--- src/rtl/alu_seq.sv ---
// Sequential ALU: single-cycle add/sub/shift/logic ops plus an optional
// shift-add multiply, with ARM-gated write enable and CARRY/SKIP flag registers.
module alu_seq #(
  parameter int WIDTH  = 16,
  parameter int MUL_EN = 1
) (
  input  logic             clk,
  input  logic             rst_n,
  input  logic             in_valid,
  output logic             in_ready,
  input  logic [15:0]      instr,
  input  logic [WIDTH-1:0] rd_data,
  input  logic [WIDTH-1:0] rs_data,
  output logic             out_valid,
  output logic [WIDTH-1:0] alu_out,
  output logic             wen,
  output logic             carry_q,
  output logic             skip_q
);

  localparam int unsigned W     = WIDTH;
  localparam int unsigned W1    = WIDTH + 1;
  localparam int unsigned W2    = 2 * WIDTH;
  localparam int unsigned CNT_W = $clog2(WIDTH + 1);
  localparam bit          HAS_MUL = (MUL_EN != 0);

  typedef enum logic {
    IDLE = 1'b0,
    MUL  = 1'b1
  } state_t;

  state_t state;

  // Instruction fields
  logic [1:0] code;
  logic [1:0] cin_sel;
  logic [3:0] cond;
  logic       cw;
  logic [2:0] op;
  logic       arm;
  logic       unused_instr_bits;

  assign {code, cin_sel, cond, cw, op} = instr[15:4];
  assign arm               = (code == 2'b11);
  assign unused_instr_bits = ^instr[3:0];

  // Captured fields needed when a multiply completes
  logic             arm_q;
  logic [3:0]       cond_q;
  logic             cw_q;

  // Multiply datapath
  logic [W2-1:0]    acc;
  logic [W2-1:0]    mcand;
  logic [W-1:0]     mplier;
  logic [CNT_W-1:0] cnt;
  logic [W2-1:0]    pp_acc;
  logic             mul_last;
  logic             is_mul_op;

  assign pp_acc    = acc + (mplier[0] ? mcand : '0);
  assign mul_last  = (cnt == CNT_W'(W - 1));
  assign is_mul_op = HAS_MUL && (op == 3'b100);

  // Carry-in selection; CIN=10 sees the flag as it stood before this instruction
  logic cin;
  always_comb begin
    cin = 1'b0;
    case (cin_sel)
      2'b00:   cin = 1'b0;
      2'b01:   cin = 1'b1;
      2'b10:   cin = carry_q;
      default: cin = rs_data[W-1];
    endcase
  end

  // Single-cycle operations
  logic [W1-1:0] sum;
  logic [W-1:0]  res;
  logic          cout;
  always_comb begin
    sum  = '0;
    res  = '0;
    cout = 1'b0;
    case (op)
      3'b000:  sum = {1'b0, rd_data} + {1'b0, rs_data} + W1'(cin);
      3'b001:  sum = {1'b0, rd_data} + {1'b0, ~rs_data} + W1'(cin);
      3'b010:  sum = {1'b0, rs_data} + W1'(cin);
      default: sum = '0;
    endcase
    case (op)
      3'b000, 3'b001, 3'b010: begin
        res  = sum[W-1:0];
        cout = sum[W];
      end
      3'b011: begin
        res  = {cin, rs_data[W-1:1]};
        cout = rs_data[0];
      end
      3'b101:  res = rd_data & rs_data;
      3'b110:  res = rd_data ^ rs_data;
      default: begin
        res  = '0;
        cout = 1'b0;
      end
    endcase
  end

  // Completing result: fresh inputs in IDLE, final partial product in MUL
  logic [W-1:0] fin_res;
  logic         fin_cout;
  logic         fin_arm;
  logic         fin_cw;
  logic [3:0]   fin_cond;
  logic         skip_base;
  logic         fin_skip;
  always_comb begin
    fin_res  = res;
    fin_cout = cout;
    fin_arm  = arm;
    fin_cw   = cw;
    fin_cond = cond;
    if (state == MUL) begin
      fin_res  = pp_acc[W-1:0];
      fin_cout = |pp_acc[W2-1:W];
      fin_arm  = arm_q;
      fin_cw   = cw_q;
      fin_cond = cond_q;
    end
    skip_base = 1'b0;
    case (fin_cond[2:0])
      3'b001:  skip_base = fin_cout;
      3'b010:  skip_base = (fin_res == '0);
      3'b011:  skip_base = fin_res[W-1];
      default: skip_base = 1'b0;
    endcase
    fin_skip = skip_base ^ fin_cond[3];
  end

  // Control FSM, operand capture, result and flag registers
  always_ff @(posedge clk or negedge rst_n) begin
    if (!rst_n) begin
      state     <= IDLE;
      in_ready  <= 1'b1;
      out_valid <= 1'b0;
      wen       <= 1'b0;
      alu_out   <= '0;
      carry_q   <= 1'b0;
      skip_q    <= 1'b0;
      arm_q     <= 1'b0;
      cond_q    <= '0;
      cw_q      <= 1'b0;
      acc       <= '0;
      mcand     <= '0;
      mplier    <= '0;
      cnt       <= '0;
    end else begin
      out_valid <= 1'b0;
      wen       <= 1'b0;
      case (state)
        IDLE: begin
          if (in_valid) begin
            arm_q  <= arm;
            cond_q <= cond;
            cw_q   <= cw;
            mplier <= rd_data;
            mcand  <= W2'(rs_data);
            acc    <= '0;
            cnt    <= '0;
            if (is_mul_op) begin
              state    <= MUL;
              in_ready <= 1'b0;
            end else begin
              out_valid <= 1'b1;
              wen       <= fin_arm;
              alu_out   <= fin_res;
              if (fin_arm && fin_cw) carry_q <= fin_cout;
              if (fin_arm) skip_q <= fin_skip;
            end
          end
        end
        MUL: begin
          acc    <= pp_acc;
          mcand  <= mcand << 1;
          mplier <= mplier >> 1;
          cnt    <= cnt + CNT_W'(1);
          if (mul_last) begin
            state     <= IDLE;
            in_ready  <= 1'b1;
            out_valid <= 1'b1;
            wen       <= fin_arm;
            alu_out   <= fin_res;
            if (fin_arm && fin_cw) carry_q <= fin_cout;
            if (fin_arm) skip_q <= fin_skip;
          end
        end
        default: begin
          state    <= IDLE;
          in_ready <= 1'b1;
        end
      endcase
    end
  end

endmodule

--- config.mk ---
export PLATFORM = sky130hd
export DESIGN_NAME = alu_seq
export DESIGN_NICKNAME = d
export VERILOG_FILES = /design/src/rtl/alu_seq.sv
export SDC_FILE = /design/constraint.sdc
export NUM_CORES = 1
export LEC_CHECK = 0
export CAP_MARGIN = 20
export CORE_UTILIZATION = 50
export DETAILED_ROUTE_END_ITERATION = 10
export PLACE_DENSITY = 0.7
export REMOVE_ABC_BUFFERS = 1
export SETUP_SLACK_MARGIN = 0.02
export SYNTH_ARGS = -nofsm -noshare
export SYNTH_HDL_FRONTEND = slang
export SYNTH_SLANG_ARGS = --single-unit
--- constraint.sdc ---
create_clock -name clk -period 4.5 [get_ports clk]
set_clock_uncertainty 0.2 [all_clocks]
set_input_delay 0.675 -clock clk [delete_from_list [all_inputs] [get_ports clk]]
set_output_delay 0.675 -clock clk [all_outputs]
set_load 0.02 [all_outputs]
==> Word-level counts from Yosys, hierarchy flattened <==
Cells that the tools add are included.
{ "totals": {"ff_bits": 113, "out_inout_bits": 21} }
{ "op_classes": {"mux": 49, "bitwise_logic": 5, "n_eq_ne": 17, "n_reduce_logical": 9, "n_addsub": 7} }
{ "ops": {"columns": ["operator", "count"], "rows": [
  ["$pmux 32 s2", 2],
  ["$mux 32", 3],
  ["$mux 16", 5],
  ["$pmux 16 s2", 2],
  ["$pmux 16 s4", 1],
  ["$pmux 17 s3", 1],
  ["$add 16x16->17", 2],
  ["$add 17x1->17", 2],
  ["$add 32x32->32", 1],
  ["$mux 1", 23],
  ["$add 16x1->17", 1],
  ["$and 16x16->16", 1],
  ["$logic_not 16->1", 1],
  ["$not 16->16", 1],
  ["$reduce_or 16->1", 1],
  ["$xor 16x16->16", 1],
  ["$pmux 1 s2", 7],
  ["$eq 3x2->1 const B", 4],
  ["$pmux 5 s2", 1],
  ["$eq 3x3->1 const B", 3],
  ["$eq 3x1->1 const B", 2],
  ["$ne 2x2->1 const B", 3],
  ["$pmux 1 s3", 2],
  ["$reduce_and 3->1", 2],
  ["other kinds (14)", 15]
]} }

==> Longest topological paths before layout <==
Gate-level depths: netlist of run 1.
{ "depth": {"word_depth": 13, "depth_mapped": 17, "depth_no_buf": 17} }

==> Least setup slack after synthesis of run 1 <==
OpenSTA, ideal clock, no wires.
{ "synth_path": {"kind": "input -> register", "start": "input rs_data[15]", "end": "register skip_q", "arrival_ps": 3816, "t_required_ps": 4213, "path_slack_ps": 397, "cell_stages": 17, "cell_sequence": "inv_1 -> a31oi_1 -> inv_1 -> fa_1 -> inv_1 -> fa_1 -> nand2b_4 -> a211o_1 -> a2111oi_4 -> o311ai_1 -> or4_1 -> a21oi_1 -> a221oi_1 -> nand4_1 -> nor4_1 -> a2111o_1 -> o211ai_1"} }
{ "synth_via": {"elab_chain_cells": 13, "word_cells_on_any_way": 22} }
{ "synth_rtl": {"columns": ["element", "line_no", "source"], "rows": [
  ["start: declaration", "13", "input logic [WIDTH-1:0] rs_data,"],
  ["$not 16->16", "87", "3'b001: sum = {1'b0, rd_data} + {1'b0, ~rs_data} + W1'(cin);"],
  ["$add 16x16->17", "87", null],
  ["$add 17x1->17", "87", null],
  ["$pmux 17 s3", "85", "case (op)"],
  ["$pmux 16 s4", "91", "case (op)"],
  ["$mux 16", "123", "if (state == MUL) begin"],
  ["$logic_not 16->1", "133", "3'b010: skip_base = (fin_res == '0);"],
  ["$pmux 1 s3 (*)", "131", "case (fin_cond[2:0])"],
  ["$xor 1x1->1 (*)", "137", "fin_skip = skip_base ^ fin_cond[3];"],
  ["$mux 1 (*)", "178, 194", null],
  ["$mux 1", "170", "if (is_mul_op) begin"],
  ["$mux 1", "162", "if (in_valid) begin"],
  ["$pmux 1 s2 (*)", "160", "case (state)"],
  ["end signal: assignment", "178", "if (fin_arm) skip_q <= fin_skip;"],
  ["end signal: assignment", "194", "if (fin_arm) skip_q <= fin_skip;"],
  ["end: declaration", "18", "output logic skip_q"]
]} }
Every way passes the cells marked *; elsewhere a longest branch is shown, timed or not. The select of a mux whose other input is x is not followed.
A chain may end at the register's enable or synchronous reset.

==> Worst setup path in the final report of run 1 <==
{ "layout_path": {"start": "input rd_data[0]", "end": "register skip_q"} }
{ "layout_via": {"elab_chain_cells": 12, "word_cells_on_any_way": 19} }
{ "layout_rtl": {"columns": ["element", "line_no", "source"], "rows": [
  ["start: declaration", "12", "input logic [WIDTH-1:0] rd_data,"],
  ["$add 16x16->17, on equally long branches", "87, 86", null],
  ["$add 17x1->17, on equally long branches", "87, 86", null],
  ["$pmux 17 s3", "85", null],
  ["$pmux 16 s4", "91", null],
  ["$mux 16", "123", null],
  ["$logic_not 16->1", "133", null],
  ["$pmux 1 s3 (*)", "131", null],
  ["$xor 1x1->1 (*)", "137", null],
  ["$mux 1 (*)", "178, 194", null],
  ["$mux 1", "170", null],
  ["$mux 1", "162", null],
  ["$pmux 1 s2 (*)", "160", null]
]} }
Marked as above.

==> results of run 1 <==
-- stage by stage --
stage                     TNS (ps)  worst slack (ps)  area, sq um
after global placement        -941              -514        11100
after CTS                        0              53.1        11800
final                            0               233        11800
after global routing             0              16.9        11800
after detailed placement     -1120              -585        11100
after floorplan             -16680             -1230         9370
-- sequential cells by signal, summed over array words and instances (netlist names) --
signal and count:
cw_q 1, skip_q 1, wen 1, in_ready 1, acc 32, cond_q 4
mplier 16, carry_q 1, state 1, alu_out 16, mcand 32, cnt 5
arm_q 1, out_valid 1
-- cells in the mapped netlist, types with 8 or more instances --
cell type	instances
a31oi_1	8
mux2i_1	39
nand4_1	13
a21o_1	23
or3_1	10
inv_1	47
mux2_2	19
buf_2	13
nand3_1	30
and3_1	9
nor3_1	26
nor2_1	76
nand2b_1	11
a22o_1	21
ha_1	67
nand2_1	151
a211oi_1	15
and2_1	34
xnor2_1	32
o31ai_1	11
o211ai_1	13
dfrtp_1	112
a21oi_1	68
a22oi_1	8
clkbuf_1	48
nor2b_1	9
o21ai_0	98
xor2_1	15
o21ai_1	11
o21a_1	9
o21bai_1	9
-- area by class of cell --
class	instances	area, sq um	share of cell area [%]
inverters	49	184	1.56
flip-flops and latches	113	2830	24.0
clock inverters	14	140	1.19
well taps	260	325	2.76
multi-input cells	942	6420	54.5
repair buffers	172	1460	12.4
clock buffers	18	429	3.64
-- layout by cell type (no fill, tap or decap), types with 21 or more instances in the layout --
cell type	n
o21ai_0	97
inv_1	44
xnor2_1	32
clkdlybuf4s50_1	62
nor3_1	26
nand3_1	30
buf_4	104
ha_1	67
and2_1	34
mux2i_1	39
nor2_1	75
dfrtp_1	111
a21oi_1	66
a21o_1	23
a22o_1	21
nand2_1	151
-- worst min path at each step --
stage / cells after the start / end / from / slack, ps
after floorplan: 0 / acc[0]$_DFFE_PN0N_ / rst_n / 180
after global placement: 2 / mplier[1]$_DFFE_PN0N_ / mplier[2]$_DFFE_PN0N_ / 260
after detailed placement: 2 / mplier[1]$_DFFE_PN0N_ / mplier[2]$_DFFE_PN0N_ / 270
after CTS: 1 / mcand[2]$_DFFE_PN0N_ / rst_n / 130
after global routing: 1 / acc[1]$_DFFE_PN0N_ / rst_n / 160
final: 1 / mcand[1]$_DFFE_PN0N_ / rst_n / 90
-- logic make-up (layout without fill, tap and decap cells) --
| kind of cell | count (synthesis) | in the layout |
|---|---|---|
| AO/OA/AOI/OAI | 372 | 372 |
| XOR/XNOR | 47 | 47 |
| adder cells (fa/ha/maj) | 72 | 72 |
| buffers and inverters | 115 | 253 |
| flip-flops | 113 | 113 |
| multiplexers | 58 | 58 |
| AND/OR/NAND/NOR | 393 | 393 |
-- routing by layer --
layer,wire [microns],GRT usage (%)
met5,0,0
met4,895,12.2
met3,1710,5.74
met2,13800,49.6
met1,13100,41.0
-- report_power, final --
group	total, mW	switching (mW)	leakage [nW]	internal (mW)
Clock	1.33	0.516	0.280	0.811
Sequential	1.55	0.222	1.46	1.33
Combinational	2.35	1.31	3.67	1.03
-- timing repair --
action / in CTS / in global routing
gates resized for setup: 12 / 10
setup buffers: 10 / 0
pin swaps: 11 / 6
endpoints found under the setup margin: 1 / 2
gates cloned: 0 / 0
-- worst max-delay path, cell delays in order --
cell	delay, ps
clkdlybuf4s50_1	490
inv_1	80
fa_1	440
inv_1	80
fa_1	230
nand2b_4	70
a211o_1	320
a2111oi_4	400
o311ai_1	180
or4_1	420
a21oi_1	190
a221oi_2	70
nand4_1	120
nor4_2	50
buf_4	140
a2111o_1	390
o211ai_1	80
==> run_results.csv, run 1 <==
group,metric,value,unit
logic_synthesis,synthSimpleGateAreaFrac,19.3,%
pwr,fin_total_pwr,5.22,mW
logic_synthesis,synth_top_area_cell,"dfrtp_1",
final_layout,area_delta_synth_final,22.3,%
place,dpl.hpwl,22100,microns
global_route,grt_max_degree,95,
floorplan,dieArea,19800,sq um
floorplan,die-height,141,microns
clock_network,worstSkewPairLatency,430,ps
logic_synthesis,yosys.area_share.adder,9.74,%
logic_synthesis,synth_xor_area_share,4.27,%
routing,drt_pass1_iterations,6,
logic_synthesis,synth_compound_area_share,26.4,%
sta,drv_slew,0,
logic_synthesis,synth.area.top_cells,"dfrtp_1 29%, ha_1 8.7%, nand2_1 5.9%, o21ai_0 5.1%, mux2i_1 4.0%",
worst_setup_path,cp-end-kind,"flip-flop",
logic_synthesis,synth_edf_count,0,
logic_synthesis,syn_area_per_cell,8.24,sq um
clock_network,cts_tree,"done",
final_layout,fillers,1669,
floorplan,initial_core_util,51.2,%
final_layout,diodes,0,
clock_network,cts-root-buf,"clkbuf_16",
final_layout,layout-drive-gt1-share,14.6,%
pwr,power_density,443,nW/um^2
place,placed_cells,1526,
logic_synthesis,ys_warn_count,0,
routing,routed_wl,29500,microns
global_route,antenna_found_initial,0,
worst_setup_path,r2r-end,"alu_out[1]$_DFFE_PN0P_",
clock_network,path_clk_slew,60,ps
logic_synthesis,synth.distinct_cells,86,
worst_setup_path,cp_max_fo,2,
clock_network,clkSinkCount,113,
logic_synthesis,synth_top_area_share,29.1,%
worst_setup_path,timing.critical_path.to,"skip_q$_DFFE_PN0P_",
sta,worst_slew_pin_slew,892,ps
sta,final_hold_viol_count,0,
logic_synthesis,synth_top_family_by_area,"compound AO/OA/AOI/OAI gates",
place,portBuffers,67,
sta,whs,91.4,ps
global_route,grt_pass1_wl,48000,microns
sta,rsz0062_at_grt,"no",
logic_synthesis,synth_seq_area_share,29.3,%
worst_setup_path,worst-endpoint-arrival,4400,ps
global_route,grt_usage,30.8,%
logic_synthesis,synth_cells,1170,
worst_setup_path,r2r-start,"carry_q$_DFFE_PN0P_",
floorplan,die_w,141,microns
job,maxCapViolations,0,
worst_setup_path,startpoint_type,"input port",
routing,routedWlPerCell,18.8,microns
place,globalplace.congestion,0.966,
logic_synthesis,synthMuxAreaShare,6.27,%
worst_setup_path,crit_start,"rd_data[0]",
sta,fmax,234,MHz
clock_network,htree_num_levels,4,
hold_path,hp-class,"in -> async",
clock_network,clock_path_buffers,2,
final_layout,fin_util,62.6,%
run_status,status,"finished, final reports clean",
logic_synthesis,synth_area,9640,sq um
routing,viasPerCell,6.01,
final_layout,layout.nets,1418,
floorplan,core,18800,sq um
floorplan,io_pins,72,
global_route,gr-total-overflow,0,
routing,drt_iter0_drc,758,
global_route,grt_pass1_vias,9074,
logic_synthesis,ys_seq_elements,113,
clock_network,cts_buffers,17,
sta,finalSetupViolCount,0,
pwr,p_leak,5.41,nW
routing,drc,0,
worst_setup_path,crit_type,"in -> reg",
sta,slew_headroom,40.4,%
clock_network,hold_buffers,0,
floorplan,placementRows,50,
logic_synthesis,async_flop_share,100,%
worst_setup_path,r2r_cells,25,
routing,ant_nets,0,
worst_setup_path,reg2reg_slack,280,ps
final_layout,finalNonFillerCells,1568,
pwr,vdd_drop_max,0.291,mV
worst_setup_path,crit_required,4640,ps
routing,vias,9425,
sta,period_needed,4270,ps
logic_synthesis,synth_ff_type,"dfrtp_1",
sta,fin_crit_sh,94.8,%
(Power assumes the default switching activity.)
==> inputs of run 2 (changes only) <==
--- a/config.mk
+++ b/config.mk
@@ -6,9 +6,10 @@
 export NUM_CORES = 1
 export LEC_CHECK = 0
 export CAP_MARGIN = 20
-export CORE_UTILIZATION = 50
+export CORE_MARGIN = 5
+export CORE_UTILIZATION = 35
 export DETAILED_ROUTE_END_ITERATION = 10
-export PLACE_DENSITY = 0.7
+export PLACE_DENSITY = 0.52
 export REMOVE_ABC_BUFFERS = 1
 export SETUP_SLACK_MARGIN = 0.02
 export SYNTH_ARGS = -nofsm -noshare
==> run_results.csv, run 2 (synthesis results as in run 1) <==
group,metric,value,unit
final_layout,final-seq-area,2830,sq um
worst_setup_path,cp_max_fo,3,
sta,rsz0062_at_grt,"no",
job,maxCapViolations,0,
sta,fin_crit_sh,95.3,%
sta,slew_headroom,35.7,%
pwr,intPower,3.20,mW
place,place_area,11200,sq um
worst_setup_path,worst-path-buf-inv,5,
place,globalplace.congestion,0.954,
sta,worst_slew_pin_slew,962,ps
pwr,power_density,443,nW/um^2
global_route,grt_pass1_vias,9040,
hold_path,hp-class,"in -> async",
routing,vias,9223,
worst_setup_path,worst-endpoint-arrival,4410,ps
worst_setup_path,cp_top_family,"compound AO/OA/AOI/OAI gates",
pwr,vdd_drop_max,0.267,mV
worst_setup_path,crit_path_cell_trace,"clkdlybuf4s50_1 -> inv_1 -> fa_2 -> inv_2 -> fa_2 -> nand2b_4 -> a211o_1 -> a2111oi_4 -> buf_4 -> o31ai_2 -> o21ai_1 -> xnor2_1 -> o221ai_1 -> or2_1 -> nor4_1 -> buf_4 -> a211oi_1 -> o211ai_1",
routing,drc,0,
final_layout,reg.largest.list,"acc x32, mcand x32",
global_route,gr-total-overflow,0,
final_layout,area_delta_synth_final,23.4,%
worst_setup_path,cpMaxStageDelayCell,"clkdlybuf4s50_1",
pwr,p_leak,5.40,nW
floorplan,die-height,176,microns
final_layout,multiInputGateArea,6410,sq um
clock_network,cts_tree,"done",
sta,fmax,233,MHz
clock_network,path_clk_slew,60,ps
routing,routedWlPerCell,19.0,microns
floorplan,die_w,176,microns
floorplan,io_pins,72,
floorplan,dieArea,31000,sq um
pwr,seqPwrFrac,29.0,%
place,dpl.hpwl,23900,microns
worst_setup_path,crit_required,4630,ps
sta,finalSetupViolCount,0,
sta,fin_tns_setup,0,ps
final_layout,layout_common_cells,"151 x nand2_1, 111 x dfrtp_1, 104 x buf_4",
final_layout,layout-drive-gt1-share,14.7,%
clock_network,clkSinkCount,113,
clock_network,worstSkewPairLatency,420,ps
routing,viasPerCell,5.60,
global_route,grt_usage,20.3,%
place,portBuffers,67,
clock_network,cts-root-buf,"clkbuf_16",
final_layout,final_area,11900,sq um
clock_network,cts_buffers,17,
sta,drv_slew,0,
worst_setup_path,crit_type,"in -> reg",
routing,routed_wl,31300,microns
worst_setup_path,critPathMaxStageDelay,480,ps
clock_network,clock_path_buffers,2,
run_status,status,"finished, final reports clean",
pwr,netSwitchingPower,2.07,mW
worst_setup_path,cp-end-kind,"flip-flop",
global_route,grt_max_degree,126,
clock_network,htree_num_levels,4,
final_layout,fillers,2733,
pwr,clock_power_share,26.3,%
pwr,comb_power_share,44.7,%
floorplan,initial_core_util,35.7,%
sta,period_needed,4290,ps
global_route,grt_pass1_wl,50500,microns
routing,drt_pass1_iterations,6,
final_layout,layout.nets,1417,
sta,final_hold_viol_count,0,
final_layout,diodes,0,
pwr,switching_share,39.2,%
routing,drt_iter0_drc,665,
final_layout,mostFrequentLayoutCell,"nand2_1",
global_route,antenna_found_initial,0,
floorplan,placementRows,60,
floorplan,core,27000,sq um
routing,ant_nets,0,
worst_setup_path,startpoint_type,"input port",
[run 2: path summary, 6_finish.rpt]
| path | cells after the start | to | from | slack (ps) |
|---|---|---|---|---|
| worst max-delay path | 18 | skip_q$_DFFE_PN0P_ | rd_data[0] | 210 |
| worst min-delay path | 1 | alu_out[1]$_DFFE_PN0P_ | rst_n | 100 |
| max in group asynchronous | 2 | state$_DFF_PN0_ | rst_n | 3040 |
| worst min register to register | 2 | acc[15]$_DFFE_PN0N_ | acc[15]$_DFFE_PN0N_ | 280 |
| min in group clk | 2 | acc[15]$_DFFE_PN0N_ | acc[15]$_DFFE_PN0N_ | 280 |
| worst max register to register | 14 | skip_q$_DFFE_PN0P_ | mplier[0]$_DFFE_PN0N_ | 220 |
[run 2: final cells by class]
| class | instances | area share (%) |
|---|---|---|
| multi-input cells | 942 | 53.9 |
| repair buffers | 171 | 12.1 |
| clock inverters | 14 | 1.30 |
| clock buffers | 18 | 3.69 |
| flip-flops and latches | 113 | 23.8 |
| well taps | 341 | 3.59 |
| inverters | 49 | 1.57 |
[run 2: what timing repair did]
item | CTS | global route
hold buffers | 0 | 0
buffers inserted | 1 | 3
resized for setup | 8 | 15
pin swaps | 10 | 17
setup endpoints to repair | 1 | 2
[run 2: power groups by stage]
stage	clock, mW	combinational, mW	sequential [mW]
floorplan	0	1.27	1.63
global placement	0	2.32	1.54
detailed placement	0	2.32	1.54
CTS	1.42	2.34	1.53
global route	1.48	2.60	1.58
finish	1.39	2.36	1.53
[run 2: worst register-to-register path: stages, from the launching register on]
cell and delay, ps:
dfrtp_1 410, and2_1 150, ha_1 210, fa_1 440, a211oi_1 330, o21ai_1 210, and3_1 280, o21ai_2 300
a21oi_1 140, or4_1 430, a21oi_1 260, and4_1 330, a21oi_1 110, a2111o_1 290, o211ai_1 90
[run 2: per-stage QoR]
step                      instances  util, %  hold slack [ps]  total power, mW  setup slack, ps
after floorplan                1104        -              179             2.90            -1230
after CTS                      1645     43.8              115             5.29              138
after global routing           1648     44.0              137             5.66             4.26
final                          1648     44.0             95.5             5.27              212
after global placement         1612     41.6              262             3.85             -564
after detailed placement       1612     41.6              269             3.86             -550
[run 2: metal layers]
metal	share of wire, %	vias to the layer above	GRT usage, %	routed length, microns
met3	3.9	54	3.51	1230
met5	0	-	0	0
met1	47	4390	28.0	14700
li1	-	4534	-	-
met2	46	245	32.9	14500
met4	2.8	0	5.91	872
==> inputs of run 3 (changes only) <==
--- a/config.mk
+++ b/config.mk
@@ -6,10 +6,13 @@
 export NUM_CORES = 1
 export LEC_CHECK = 0
 export CAP_MARGIN = 20
+export CELL_PAD_IN_SITES_DETAIL_PLACEMENT = 1
+export CELL_PAD_IN_SITES_GLOBAL_PLACEMENT = 1
 export CORE_MARGIN = 5
 export CORE_UTILIZATION = 35
+export CTS_CLUSTER_DIAMETER = 40
 export DETAILED_ROUTE_END_ITERATION = 10
-export PLACE_DENSITY = 0.52
+export PLACE_DENSITY = 0.65
 export REMOVE_ABC_BUFFERS = 1
 export SETUP_SLACK_MARGIN = 0.02
 export SYNTH_ARGS = -nofsm -noshare
==> run_results.csv, run 3 (synthesis results as in run 1) <==
group,metric,value,unit
worst_setup_path,crit_path_cell_trace,"and2_1 -> ha_1 -> fa_1 -> a211oi_1 -> o21ai_1 -> and3_1 -> o21ai_2 -> a21oi_1 -> or4_1 -> a21oi_1 -> and4_1 -> a21oi_1 -> a2111o_1 -> o211ai_1",
floorplan,placementRows,60,
routing,top_layer,"met4",
worst_setup_path,r2r_cells,14,
routing,wl_met1,16600,microns
clock_network,htree_num_levels,4,
floorplan,die-height,176,microns
worst_setup_path,worst-path-buf-inv,0,
routing,dr_wl_met3,1070,microns
routing,drc,0,
final_layout,layout_common_cells,"151 x nand2_1, 111 x dfrtp_1, 101 x buf_4",
final_layout,layout.nets,1415,
pwr,power_density,448,nW/um^2
pwr,p_leak,5.39,nW
clock_network,clkSinkCount,113,
floorplan,dieArea,31000,sq um
place,pre_cts_slack,-681,ps
place,globalplace.congestion,0.899,
worst_setup_path,worst-endpoint-arrival,4400,ps
global_route,gr-total-overflow,0,
sta,finalSetupViolCount,0,
floorplan,die_w,176,microns
final_layout,diodes,0,
sta,fin_ws,228,ps
hold_path,hp-class,"in -> async",
floorplan,io_pins,72,
worst_setup_path,critPathMaxStageDelay,440,ps
clock_network,worstSkewPairLatency,420,ps
sta,slew_headroom,40.1,%
sta,worst_slew_pin_slew,897,ps
clock_network,cts-root-buf,"clkbuf_16",
routing,routed_wl,34000,microns
final_layout,area_delta_synth_final,23.1,%
sta,drv_slew,0,
sta,whs,114,ps
sta,fmax,234,MHz
sta,fin_crit_sh,94.9,%
global_route,grt_usage,22.2,%
worst_setup_path,reg2reg_slack,230,ps
worst_setup_path,crit_type,"reg -> reg",
floorplan,initial_core_util,35.7,%
pwr,vdd_drop_max,0.277,mV
worst_setup_path,r2r-end,"skip_q$_DFFE_PN0P_",
sta,final_hold_viol_count,0,
sta,rsz0062_at_grt,"yes",
sta,fin_tns_setup,0,ps
worst_setup_path,cp-end-kind,"flip-flop",
run_status,status,"finished, final reports clean",
worst_setup_path,timing.critical_path.to,"skip_q$_DFFE_PN0P_",
final_layout,fillers,3235,
place,portBuffers,67,
routing,viasPerCell,5.73,
worst_setup_path,cp_top_family,"compound AO/OA/AOI/OAI gates",
pwr,fin_total_pwr,5.32,mW
clock_network,cts_tree,"done",
job,maxCapViolations,0,
routing,routedWlPerCell,20.6,microns
worst_setup_path,cp.depth,14,
worst_setup_path,cp_max_fo,6,
clock_network,cts_buffers,17,
worst_setup_path,startpoint_type,"flip-flop",
routing,ant_nets,0,
final_layout,mostFrequentLayoutCell,"nand2_1",
floorplan,core,27000,sq um
place,dpl.hpwl,26400,microns
routing,drt_iter0_drc,669,
global_route,grt_pass1_wl,55000,microns
global_route,grt_pass1_vias,9649,
global_route,grt_max_degree,59,
routing,vias,9434,
final_layout,reg.largest.list,"acc x32, mcand x32",
routing,met2WireLength,15600,microns
worst_setup_path,r2r-start,"mplier[0]$_DFFE_PN0N_",
worst_setup_path,cpMaxStageDelayCell,"fa_1",
clock_network,clock_path_buffers,2,
clock_network,hold_buffers,0,
global_route,antenna_found_initial,0,
worst_setup_path,critPathMostFrequentCell,"a21oi_1",
worst_setup_path,crit_required,4630,ps
routing,drt_pass1_iterations,7,
clock_network,path_clk_slew,60,ps
sta,period_needed,4270,ps
final_layout,layout-drive-gt1-share,14.4,%
worst_setup_path,crit_start,"mplier[0]$_DFFE_PN0N_",
==> run 3: cell count changes in the layout (fill, tap and decap cells not counted), sizes merged <==
cell           delta
buf               -2
clkbuf            +4
clkdlybuf4s50     -1
clkinvlp          +1
dlymetal6s2s      +1
inv               -5
==> run 3: power by group <==
part           internal (mW)  switching (mW)  total [mW]
sequential              1.33           0.212        1.54
combinational           1.03            1.38        2.41
clock                  0.841           0.525        1.37
total                   3.20            2.12        5.32
==> run 3: worst min-delay path by stage <==
| stage | endpoint | from |
|---|---|---|
| after floorplan | acc[0]$_DFFE_PN0N_ | rst_n |
| after global placement | mplier[1]$_DFFE_PN0N_ | mplier[2]$_DFFE_PN0N_ |
| after detailed placement | acc[7]$_DFFE_PN0N_ | acc[7]$_DFFE_PN0N_ |
| after CTS | mcand[2]$_DFFE_PN0N_ | rst_n |
| after global routing | acc[3]$_DFFE_PN0N_ | rst_n |
| final | mcand[2]$_DFFE_PN0N_ | rst_n |
==> run 3: repair_timing <==
item,in CTS,in global routing
setup buffers,1,1
setup endpoints to repair,1,1
gates cloned,0,0
resized for setup,10,17
pin swaps,9,12
==> run 3: final cells by class <==
cell class,instances,area [sq um],share of cell area [%]
multi-input cells,942,6420,54.1
flip-flops and latches,113,2830,23.9
repair buffers,169,1420,12.0
clock buffers,22,464,3.91
well taps,341,427,3.60
inverters,49,186,1.57
clock inverters,10,111,0.939
==> run 3: worst reg2reg max path, cell delays in order (launching register included) <==
cell	delay, ps
dfrtp_1	430
and2_1	170
ha_1	230
fa_1	450
a211oi_1	300
o21ai_1	190
and3_1	270
o21ai_2	270
a21oi_1	150
or4_1	440
a21oi_1	190
and4_1	340
a21oi_1	130
a2111o_1	300
o211ai_1	100
==> run 3: layer usage <==
layer / global-route usage (%) / up-vias
met5: 0 / -
met4: 5.36 / 0
met3: 2.91 / 36
met2: 35.6 / 174
met1: 31.9 / 4707
li1: - / 4517
==> run 3: per-stage QoR <==
stage / instances / utilization, % / area [sq um]
3_5_place_dp: 1612 / 41.5 / 11200
4_1_cts: 1645 / 43.8 / 11800
6_report: 1646 / 43.9 / 11900
2_1_floorplan: 1104 / - / 9370
5_1_grt: 1646 / 43.9 / 11900
3_3_place_gp: 1612 / 41.5 / 11200
